**config.mk**
```make
export PLATFORM = sky130hd
export DESIGN_NAME = lif_neuron_n
export DESIGN_NICKNAME = d
export VERILOG_FILES = /design/src/rtl/lif_neuron_n.sv
export SDC_FILE = /design/constraint.sdc
export NUM_CORES = 1
export LEC_CHECK = 0
export ABC_CLOCK_PERIOD_IN_PS = 12500
export CAP_MARGIN = 5
export CORE_MARGIN = 4
export CORE_UTILIZATION = 24
export CTS_BUF_LIST = sky130_fd_sc_hd__clkbuf_16
export DETAILED_ROUTE_END_ITERATION = 7
export GPL_TIMING_DRIVEN = 0
export MAX_ROUTING_LAYER = met4
export PLACE_DENSITY = 0.37
export RECOVER_POWER = 100
export SYNTH_ARGS = -nofsm -noshare
export SYNTH_HDL_FRONTEND = slang
export SYNTH_SLANG_ARGS = --single-unit
```
**constraint.sdc**
```tcl
create_clock -name clk -period 12.5 [get_ports clk]
set_input_delay 2.5 -clock clk [delete_from_list [all_inputs] [get_ports clk]]
set_output_delay 2.5 -clock clk [all_outputs]
set_load 0.02 [all_outputs]
```
**src/rtl/lif_neuron_n.sv**
```systemverilog
// ============================================================================
// Module   : lif_neuron_n
// Brief    : N-input leaky integrate-and-fire neuron with saturating potential,
//            symmetric leak, refractory period and saturating spike counter.
// Revision : 1.0 - initial release
// ============================================================================
`default_nettype none

module lif_neuron_n #(
    parameter int N_IN    = 4,
    parameter int DW      = 8,
    parameter int VW      = 16,
    parameter int LEAK    = 1,
    parameter int VTH     = 30,
    parameter int V_RESET = 0,
    parameter int REFRAC  = 2,
    parameter int CW      = 16
) (
    input  logic                   clk,
    input  logic                   rst,
    input  logic                   in_valid,
    input  logic [N_IN*DW-1:0]     a,
    input  logic [N_IN*DW-1:0]     w,
    input  logic [DW-1:0]          bias,
    input  logic                   cnt_clr,
    output logic signed [VW-1:0]   vp,
    output logic                   spike,
    output logic                   refractory,
    output logic [CW-1:0]          spike_cnt
);

    localparam int SW = 2*DW + $clog2(N_IN) + 1;
    localparam int EW = ((SW > VW) ? SW : VW) + 1;
    localparam int RW = (REFRAC > 0) ? $clog2(REFRAC + 1) : 1;

    localparam logic signed [VW-1:0] ZERO_V  = '0;
    localparam logic signed [VW-1:0] LEAK_V  = VW'(LEAK);
    localparam logic signed [VW-1:0] VTH_V   = VW'(VTH);
    localparam logic signed [VW-1:0] VRST_V  = VW'(V_RESET);
    localparam logic signed [EW-1:0] VMAX_E  = EW'({1'b0, {(VW-1){1'b1}}});
    localparam logic signed [EW-1:0] VMIN_E  = ~VMAX_E;
    localparam logic [RW-1:0]        REF_V   = RW'(REFRAC);
    localparam logic [CW-1:0]        CMAX    = '1;

    logic signed [VW-1:0] vp_q, vp_d;
    logic                 spike_q, spike_d;
    logic [RW-1:0]        ref_q, ref_d;
    logic [CW-1:0]        cnt_q, cnt_d;

    logic signed [DW-1:0]   ai, wi;
    logic signed [2*DW-1:0] prod;
    logic signed [SW-1:0]   sum;
    logic signed [EW-1:0]   v1_e;
    logic signed [VW-1:0]   v1, v2;

    always_comb begin
        ai   = '0;
        wi   = '0;
        prod = '0;
        sum  = SW'(signed'(bias));
        for (int i = 0; i < N_IN; i++) begin
            ai   = signed'(a[i*DW +: DW]);
            wi   = signed'(w[i*DW +: DW]);
            prod = ai * wi;
            sum  = sum + SW'(prod);
        end

        // Widened add so the clamp sees the true value before narrowing.
        v1_e = EW'(vp_q) + EW'(sum);
        if (v1_e > VMAX_E)
            v1 = VW'(VMAX_E);
        else if (v1_e < VMIN_E)
            v1 = VW'(VMIN_E);
        else
            v1 = VW'(v1_e);

        if (v1 > ZERO_V)
            v2 = (v1 > LEAK_V) ? v1 - LEAK_V : ZERO_V;
        else if (v1 < ZERO_V)
            v2 = (v1 < -LEAK_V) ? v1 + LEAK_V : ZERO_V;
        else
            v2 = ZERO_V;

        vp_d    = vp_q;
        spike_d = 1'b0;
        ref_d   = ref_q;
        cnt_d   = cnt_q;
        if (in_valid) begin
            if (ref_q != '0) begin
                vp_d  = VRST_V;
                ref_d = ref_q - 1'b1;
            end else if (v2 > VTH_V) begin
                spike_d = 1'b1;
                vp_d    = VRST_V;
                ref_d   = REF_V;
                if (cnt_q != CMAX)
                    cnt_d = cnt_q + 1'b1;
            end else begin
                vp_d = v2;
            end
        end
        if (cnt_clr)
            cnt_d = '0;
    end

    always_ff @(posedge clk) begin
        if (rst) begin
            vp_q    <= '0;
            spike_q <= 1'b0;
            ref_q   <= '0;
            cnt_q   <= '0;
        end else begin
            vp_q    <= vp_d;
            spike_q <= spike_d;
            ref_q   <= ref_d;
            cnt_q   <= cnt_d;
        end
    end

    assign vp         = vp_q;
    assign spike      = spike_q;
    assign refractory = (ref_q != '0);
    assign spike_cnt  = cnt_q;

endmodule

`default_nettype wire

```
==> results.sh, run 1 <==
export IMPL_synth_xor_area_share_pct=2.38
export IMPL_slew_violations=0
export IMPL_cts_sinks=35
export IMPL_synth_ff_type="dfxtp_1"
export IMPL_status="finished, final reports clean"
export IMPL_route_detailed_drc=0
export IMPL_dpl_cell_area_mm2=0.0180
export IMPL_die_x_um=265
export IMPL_grt_pass1_wl_um=81500
export IMPL_cap_violations=0
export IMPL_yosysSeqAreaShare_pct=4.41
export IMPL_io_buffers=106
export IMPL_fin_ws_ns=0.288
export IMPL_pre_cts_ws_ns=-2.33
export IMPL_worstMarginPinSlew_ns=1.26
export IMPL_cts_tree="yes"
export IMPL_insertion_delay_ns=0.29
export IMPL_relSlewSlack_pct=15.3
export IMPL_r2r_end="spike_cnt[10]$_SDFFE_PP0P_"
export IMPL_drtPass1Iterations=5
export IMPL_synth_cell_types=108
export IMPL_required_ns=12.72
export IMPL_ant_nets=0
export IMPL_clock_skew_ns=0.00365
export IMPL_fin_hold_ws_ns=0.495
export IMPL_area_delta_synth_final_pct=17.1
export IMPL_synth_edf_count=0
export IMPL_path_max_fanout=10
export IMPL_yosys_area_share_adder_pct=54.4
export IMPL_antenna_found_initial=3
export IMPL_cts_buffer_depth=2
export IMPL_dr_wl_met2_um=24100
export IMPL_core_area_mm2=0.0657
export IMPL_synth_compound_area_share_pct=10.3
export IMPL_crit_family="adder cells"
export IMPL_crit_buf_inv=10
export IMPL_setup_tns_ns=0
export IMPL_path_clk_slew_ns=0.06
export IMPL_synth_area_per_cell_um2=9.31
export IMPL_final_min_clock_period_ns=12.21
export IMPL_cp_common_cell="fa_1"
export IMPL_grt_max_degree=13
export IMPL_clock_root_buffer="clkbuf_16"
export IMPL_stdcell_area_mm2=0.0186
export IMPL_routed_wl_um=51100
export IMPL_wl_met3_um=2300
export IMPL_yosysWarnings=0
export IMPL_drive_above_1_share_pct=14.4
export IMPL_cpPeakStageDelay_ns=0.60
export IMPL_crit_start="w[26]"
export IMPL_reg2reg_depth=35
export IMPL_hp_start="spike_cnt[1]$_SDFFE_PP0P_"
export IMPL_grt_usage_pct=15.3
export IMPL_h_tree_depth=2
export IMPL_end_kind="flop"
export IMPL_holdPathStages=2
export IMPL_start_util_pct=24.2
export IMPL_fill_cells=7054
export IMPL_rows=94
export IMPL_synth_area_mux_share_pct=0.575
export IMPL_fin_crit_sh_pct=97.7
export IMPL_io_pins=110
export IMPL_synth_fp_nets=2258
export IMPL_hp_class="flop to flop"
export IMPL_slowest_stage="fa_1"
export IMPL_dp_hpwl_um=45000
export IMPL_crit_type="input pin to flop"
export IMPL_viasPerCell=4.41
export IMPL_final_cell_mix="437 x inv_1, 351 x fa_1, 153 x nand2_1"
export IMPL_r2r_start="vp[8]$_SDFFE_PP0P_"
export IMPL_synth_seq_cells=35
export IMPL_startpoint_type="input pin"
export IMPL_overflow=0
export IMPL_syn_area_mm2=0.0159
export IMPL_drt_met1_wl_um=24300
export IMPL_final_common_cell="inv_1"
export IMPL_async_reset_ff_share_pct=0
export IMPL_synthCells=1707
export IMPL_gp_congestion=0.877
export IMPL_vias=11987
export IMPL_avgRoutedWirePerCell_um=18.8
export IMPL_setup_viol=0
export IMPL_fmax_mhz=81.9
export IMPL_drtIter0Drc=579
export IMPL_finalHoldViolations=0
export IMPL_topRoutingLayerUsed="met4"
export IMPL_chipHeight_um=265
export IMPL_first_global_vias=13102
export IMPL_synth_top_family_by_area="adder cells"
export IMPL_die_area_mm2=0.0704
export IMPL_r2r_slack_ns=3.17
export IMPL_numCtsBuffers=5
export IMPL_synth_simple_area_share_pct=15.7
export IMPL_min_to="spike_cnt[1]$_SDFFE_PP0P_"
export IMPL_fin_nets=2403
export IMPL_crit_arrival_ns=12.43
[cells in the mapped netlist, types with 10 or more instances]
cell type	n	area share (%)
nand2b_1	15	0.59
nor2_1	44	1.0
nor2b_1	20	0.79
a31oi_1	21	0.83
a21oi_1	34	1.1
nand3_1	17	0.54
inv_1	442	10
clkbuf_1	10	0.24
fa_1	361	45
nor3_1	11	0.35
xnor2_1	23	1.3
ha_1	114	9.0
and2_1	122	4.8
dfxtp_1	35	4.4
o21ai_0	32	1.0
nand2_1	164	3.9
[state kept, by name (all words and copies together), names as in the netlist]
signal	count
ref_q	2
spike_cnt	16
vp	16
spike	1
[what timing repair did]
item / CTS / global route
gates resized for setup: 161 / 183
buffers inserted: 17 / 15
pin swaps: 17 / 25
endpoints found under the setup margin: 35 / 33
hold buffers: 0 / 0
cloned: 0 / 1
[worst min-delay path, cell delays in order (launching register included)]
cell	delay (ns)
dfxtp_1	0.33
nand2_1	0.06
o21ai_0	0.06
[cell type report]
| cell class | count | area, um^2 | area share [%] |
|---|---|---|---|
| diodes | 4 | 10.0 | 0.0538 |
| plain buffers | 35 | 297 | 1.59 |
| clock buffers | 5 | 125 | 0.672 |
| clock inverters | 3 | 20.0 | 0.108 |
| inverters | 442 | 1660 | 8.93 |
| multi-input cells | 1194 | 13600 | 73.3 |
| flip-flops and latches | 35 | 701 | 3.76 |
| well taps | 864 | 1080 | 5.81 |
| repair buffers | 139 | 1080 | 5.78 |
[routing by layer]
layer,global-route usage (%),vias up
li1,-,5551
met1,22.0,6161
met2,24.2,248
met3,2.08,27
met4,1.10,0
met5,-,-
[cells by family (layout without fill, tap and decap cells)]
logic type	Yosys count	count (layout)
AOI/OAI and AO/OA	209	209
xor gates and xnor gates	35	35
adders and majority gates	475	475
buffers and inverters	478	624
DFF	35	35
muxes	9	9
other	0	4
and+or+nand+nor	466	466
[per-stage QoR]
| step | util (%) | std cells |
|---|---|---|
| 6_report | 28.3 | 2721 |
| 3_3_place_gp | 27.4 | 2677 |
| 2_1_floorplan | - | 1707 |
| 4_1_cts | 28.1 | 2701 |
| 5_1_grt | 28.3 | 2719 |
| 3_5_place_dp | 27.4 | 2677 |
[worst max path at each step]
stage / to / slack (ns) / cells after the start
6_report: spike_cnt[12]$_SDFFE_PP0P_ / 0.29 / 37
5_1_grt: spike_cnt[12]$_SDFFE_PP0P_ / -0.02 / 36
4_1_cts: spike_cnt[12]$_SDFFE_PP0P_ / 0.003 / 40
3_5_place_dp: spike_cnt[13]$_SDFFE_PP0P_ / -2.33 / 37
3_3_place_gp: spike_cnt[11]$_SDFFE_PP0P_ / -2.33 / 41
2_1_floorplan: spike_cnt[14]$_SDFFE_PP0P_ / 0.45 / 36
Power of run 1 is not shown: default switching activity piles up to over one toggle a cycle in this logic, so the estimate is an artifact.
==> run 2, diff against run 1 <==
--- a/config.mk
+++ b/config.mk
@@ -13,7 +13,7 @@
 export DETAILED_ROUTE_END_ITERATION = 7
 export GPL_TIMING_DRIVEN = 0
 export MAX_ROUTING_LAYER = met4
-export PLACE_DENSITY = 0.37
+export PLACE_DENSITY = 0.48
 export RECOVER_POWER = 100
 export SYNTH_ARGS = -nofsm -noshare
 export SYNTH_HDL_FRONTEND = slang
==> results.sh, run 2 (synthesis gave the netlist of run 1 again) <==
export IMPL_core_area_mm2=0.0657
export IMPL_fin_crit_sh_pct=97.7
export IMPL_min_to="spike_cnt[12]$_SDFFE_PP0P_"
export IMPL_drive_above_1_share_pct=12.3
export IMPL_dp_hpwl_um=43100
export IMPL_hp_start="spike_cnt[12]$_SDFFE_PP0P_"
export IMPL_hp_class="flop to flop"
export IMPL_r2r_end="spike_cnt[10]$_SDFFE_PP0P_"
export IMPL_relSlewSlack_pct=25.3
export IMPL_slowest_stage="fa_1"
export IMPL_worstMarginPinSlew_ns=1.11
export IMPL_startpoint_type="input pin"
export IMPL_cpPeakStageDelay_ns=0.56
export IMPL_register_area_um2=701
export IMPL_io_pins=110
export IMPL_slew_violations=0
export IMPL_crit_type="input pin to flop"
export IMPL_first_global_vias=13250
export IMPL_crit_arrival_ns=12.40
export IMPL_ant_nets=0
export IMPL_path_clk_slew_ns=0.07
export IMPL_viasPerCell=4.38
export IMPL_routed_wl_um=48000
export IMPL_pre_cts_ws_ns=-2.10
export IMPL_fin_ws_ns=0.290
export IMPL_chipHeight_um=265
export IMPL_setup_tns_ns=0
export IMPL_cts_tree="yes"
export IMPL_vias=11930
export IMPL_required_ns=12.69
export IMPL_fill_cells=6982
export IMPL_final_cell_mix="437 x inv_1, 353 x fa_1, 158 x nand2_1"
export IMPL_finalHoldViolations=0
export IMPL_r2r_slack_ns=3.28
export IMPL_r2r_start="vp[8]$_SDFFE_PP0P_"
export IMPL_final_common_cell="inv_1"
export IMPL_holdPathStages=2
export IMPL_h_tree_depth=2
export IMPL_rsz0062_at_grt="yes"
export IMPL_cap_violations=0
export IMPL_cts_sinks=35
export IMPL_multi_input_area_mm2=0.0136
export IMPL_final_min_clock_period_ns=12.21
export IMPL_cts_buffer_depth=2
export IMPL_grt_max_degree=14
export IMPL_insertion_delay_ns=0.30
export IMPL_die_x_um=265
export IMPL_path_max_fanout=10
export IMPL_setup_viol=0
export IMPL_status="finished, final reports clean"
export IMPL_rows=94
export IMPL_die_area_mm2=0.0704
export IMPL_cp_common_cell="fa_1"
export IMPL_avgRoutedWirePerCell_um=17.6
export IMPL_reg2reg_depth=37
export IMPL_io_buffers=106
export IMPL_antenna_found_initial=4
export IMPL_drtIter0Drc=556
export IMPL_route_detailed_drc=0
export IMPL_clock_skew_ns=0.00792
export IMPL_drtPass1Iterations=5
export IMPL_gp_congestion=0.867
export IMPL_clock_root_buffer="clkbuf_16"
export IMPL_fin_nets=2403
export IMPL_numCtsBuffers=5
export IMPL_end_kind="flop"
export IMPL_overflow=0
export IMPL_fmax_mhz=81.9
export IMPL_start_util_pct=24.2
export IMPL_area_delta_synth_final_pct=17.4
export IMPL_grt_pass1_wl_um=77200
export IMPL_grt_usage_pct=14.3
export IMPL_hold_buffers=0
## run 2: layout make-up
cell class / instances / area share, %
Clock buffer: 5 / 0.670
Tap cell: 864 / 5.79
Multi-Input combinational cell: 1194 / 72.7
Clock inverter: 3 / 0.248
Inverter: 442 / 8.90
Buffer: 34 / 1.53
Timing Repair Buffer: 140 / 6.32
Sequential cell: 35 / 3.75
Antenna cell: 4 / 0.0536
## run 2: routing by layer
metal / track usage (%) / share of wire [%] / vias to the layer above
met1: 19.1 / 46 / 6112
met2: 23.6 / 49 / 203
li1: - / - / 5569
met5: - / 0 / -
met4: 2.76 / 1.8 / 0
met3: 1.91 / 3.8 / 46
## run 2: critical path: cells and delay by family
kind	cells	cell delay [ns]
buf+inv	13	1.73
fa+ha+maj	10	4.54
xor+xnor	1	0.17
simple gates	5	1.25
compound gates	12	2.17
## run 2: how the worst max path moves through the flow
stage,start,to,cells after the start
CTS,bias[7],spike_cnt[14]$_SDFFE_PP0P_,42
floorplan,w[0],spike_cnt[14]$_SDFFE_PP0P_,36
global placement,w[24],spike_cnt[13]$_SDFFE_PP0P_,38
global route,w[16],spike_cnt[14]$_SDFFE_PP0P_,41
finish,w[2],spike_cnt[10]$_SDFFE_PP0P_,41
detailed placement,w[24],spike_cnt[14]$_SDFFE_PP0P_,38
## run 2: timing repair
item,in CTS,in global routing
gates resized for setup,123,102
buffers inserted,21,13
endpoints found under the setup margin,35,33
pin swaps,16,25
cloned,0,1
## run 2: through the flow
| step | hold WS, ns | cells | utilization [%] | cell area, um^2 |
|---|---|---|---|---|
| after floorplan | 0.460 | 1707 | - | 15900 |
| after global placement | 0.470 | 2677 | 27.4 | 18000 |
| after detailed placement | 0.482 | 2677 | 27.4 | 18000 |
| after CTS | 0.495 | 2705 | 28.1 | 18500 |
| after global routing | 0.517 | 2721 | 28.4 | 18700 |
| final | 0.487 | 2721 | 28.4 | 18700 |
Power of run 2 is left out for the same reason.
==> run 3, diff against run 2 <==
--- a/config.mk
+++ b/config.mk
@@ -8,13 +8,14 @@
 export ABC_CLOCK_PERIOD_IN_PS = 12500
 export CAP_MARGIN = 5
 export CORE_MARGIN = 4
-export CORE_UTILIZATION = 24
+export CORE_UTILIZATION = 55
 export CTS_BUF_LIST = sky130_fd_sc_hd__clkbuf_16
 export DETAILED_ROUTE_END_ITERATION = 7
 export GPL_TIMING_DRIVEN = 0
 export MAX_ROUTING_LAYER = met4
-export PLACE_DENSITY = 0.48
+export PLACE_DENSITY = 0.85
 export RECOVER_POWER = 100
+export SLEW_MARGIN = 10
 export SYNTH_ARGS = -nofsm -noshare
 export SYNTH_HDL_FRONTEND = slang
 export SYNTH_SLANG_ARGS = --single-unit
==> results.sh, run 3 (synthesis gave the netlist of run 1 again) <==
export IMPL_status="finished, final reports clean"
export IMPL_hold_buffers=0
export IMPL_start_util_pct=56.4
export IMPL_slowest_stage="fa_1"
export IMPL_dpl_cell_area_mm2=0.0174
export IMPL_path_max_fanout=10
export IMPL_cpPeakStageDelay_ns=0.57
export IMPL_worstMarginPinSlew_ns=1.20
export IMPL_ant_nets=0
export IMPL_routed_wl_um=43900
export IMPL_setup_tns_ns=0
export IMPL_io_pins=110
export IMPL_slew_violations=0
export IMPL_avgRoutedWirePerCell_um=19.4
export IMPL_core_area_mm2=0.0282
export IMPL_final_min_clock_period_ns=12.33
export IMPL_chipHeight_um=178
export IMPL_hp_class="flop to flop"
export IMPL_stdcell_area_mm2=0.0184
export IMPL_final_common_cell="inv_1"
export IMPL_cts_tree="yes"
export IMPL_area_delta_synth_final_pct=15.5
export IMPL_placed_cells=2191
export IMPL_io_buffers=106
export IMPL_startpoint_type="input pin"
export IMPL_register_area_um2=701
export IMPL_die_x_um=178
export IMPL_fmax_mhz=81.1
export IMPL_final_cell_mix="433 x inv_1, 354 x fa_1, 156 x nand2_1"
export IMPL_cap_violations=0
export IMPL_route_detailed_drc=0
export IMPL_pre_cts_ws_ns=-1.84
export IMPL_relSlewSlack_pct=19.1
export IMPL_fill_cells=2171
export IMPL_path_clk_slew_ns=0.06
export IMPL_dp_hpwl_um=36900
export IMPL_grt_pass1_wl_um=69600
export IMPL_end_kind="flop"
export IMPL_required_ns=12.68
export IMPL_grt_usage_pct=28.6
export IMPL_finalHoldViolations=0
export IMPL_grt_max_degree=13
export IMPL_cts_sinks=35
export IMPL_crit_type="input pin to flop"
export IMPL_drtIter0Drc=868
export IMPL_multi_input_area_mm2=0.0137
export IMPL_setup_viol=0
export IMPL_antenna_found_initial=2
export IMPL_die_area_mm2=0.0317
export IMPL_h_tree_depth=2
export IMPL_fin_crit_sh_pct=98.7
export IMPL_vias=12558
export IMPL_rows=61
export IMPL_fin_nets=2430
export IMPL_drive_above_1_share_pct=14.6
export IMPL_gp_congestion=0.984
export IMPL_cts_buffer_depth=2
export IMPL_crit_arrival_ns=12.52
export IMPL_first_global_vias=13260
export IMPL_stdcell_count=2261
export IMPL_viasPerCell=5.55
export IMPL_numCtsBuffers=5
export IMPL_clock_root_buffer="clkbuf_16"
export IMPL_cp_common_cell="fa_1"
export IMPL_drtPass1Iterations=6
export IMPL_fin_ws_ns=0.167
export IMPL_insertion_delay_ns=0.29
export IMPL_overflow=0
export IMPL_clock_skew_ns=0.0122
==> run 3: cell types whose count changed in the layout (fill, tap and decap cells not counted), sizes merged, moves of 2 or more <==
cell           delta
buf              +25
clkbuf           +16
clkdlybuf4s15     -4
clkinv            +2
dlygate4sd2      -16
dlymetal6s2s      +7
==> run 3: area by class of cell <==
class	count	share of cell area [%]
clock inverters	3	0.109
plain buffers	35	1.64
clock buffers	5	0.681
inverters	442	9.03
multi-input cells	1194	74.6
repair buffers	166	7.49
flip-flops and latches	35	3.82
well taps	378	2.58
diodes	3	0.0409
==> run 3: path summary, 6_finish.rpt <==
kind                             startpoint                        end  slack [ns]  cells after the start
hold / removal    spike_cnt[9]$_SDFFE_PP0P_  spike_cnt[9]$_SDFFE_PP0P_        0.49                      2
hold reg to reg   spike_cnt[9]$_SDFFE_PP0P_  spike_cnt[9]$_SDFFE_PP0P_        0.49                      2
setup / recovery                      w[30]  spike_cnt[8]$_SDFFE_PP0P_        0.17                     41
setup reg to reg         vp[8]$_SDFFE_PP0P_  spike_cnt[8]$_SDFFE_PP0P_        3.12                     36
==> run 3: timing repair <==
action,CTS,global route
pin swaps,18,49
setup buffers,18,41
cloned,0,1
setup endpoints to repair,35,33
resized for setup,105,162
==> run 3: per-stage QoR <==
| stage | utilization (%) | hold WS (ns) |
|---|---|---|
| floorplan | - | 0.460 |
| global route | 65.2 | 0.522 |
| finish | 65.2 | 0.489 |
| detailed placement | 61.9 | 0.478 |
| CTS | 63.4 | 0.490 |
| global placement | 61.9 | 0.469 |
==> run 3: per-layer routing <==
layer	routed length, um	global-route usage [%]
met5	0	-
met4	950	5.70
met3	3080	4.05
met2	21300	44.2
met1	18600	41.1
==> run 3: critical path, delay by kind of cell <==
kind | cells | cell delay, ns
adder cells (fa/ha/maj) | 10 | 4.47
AO/OA/AOI/OAI | 12 | 2.54
buffers and inverters | 12 | 1.55
AND/OR/NAND/NOR | 7 | 1.41
Power of run 3 is left out for the same reason.
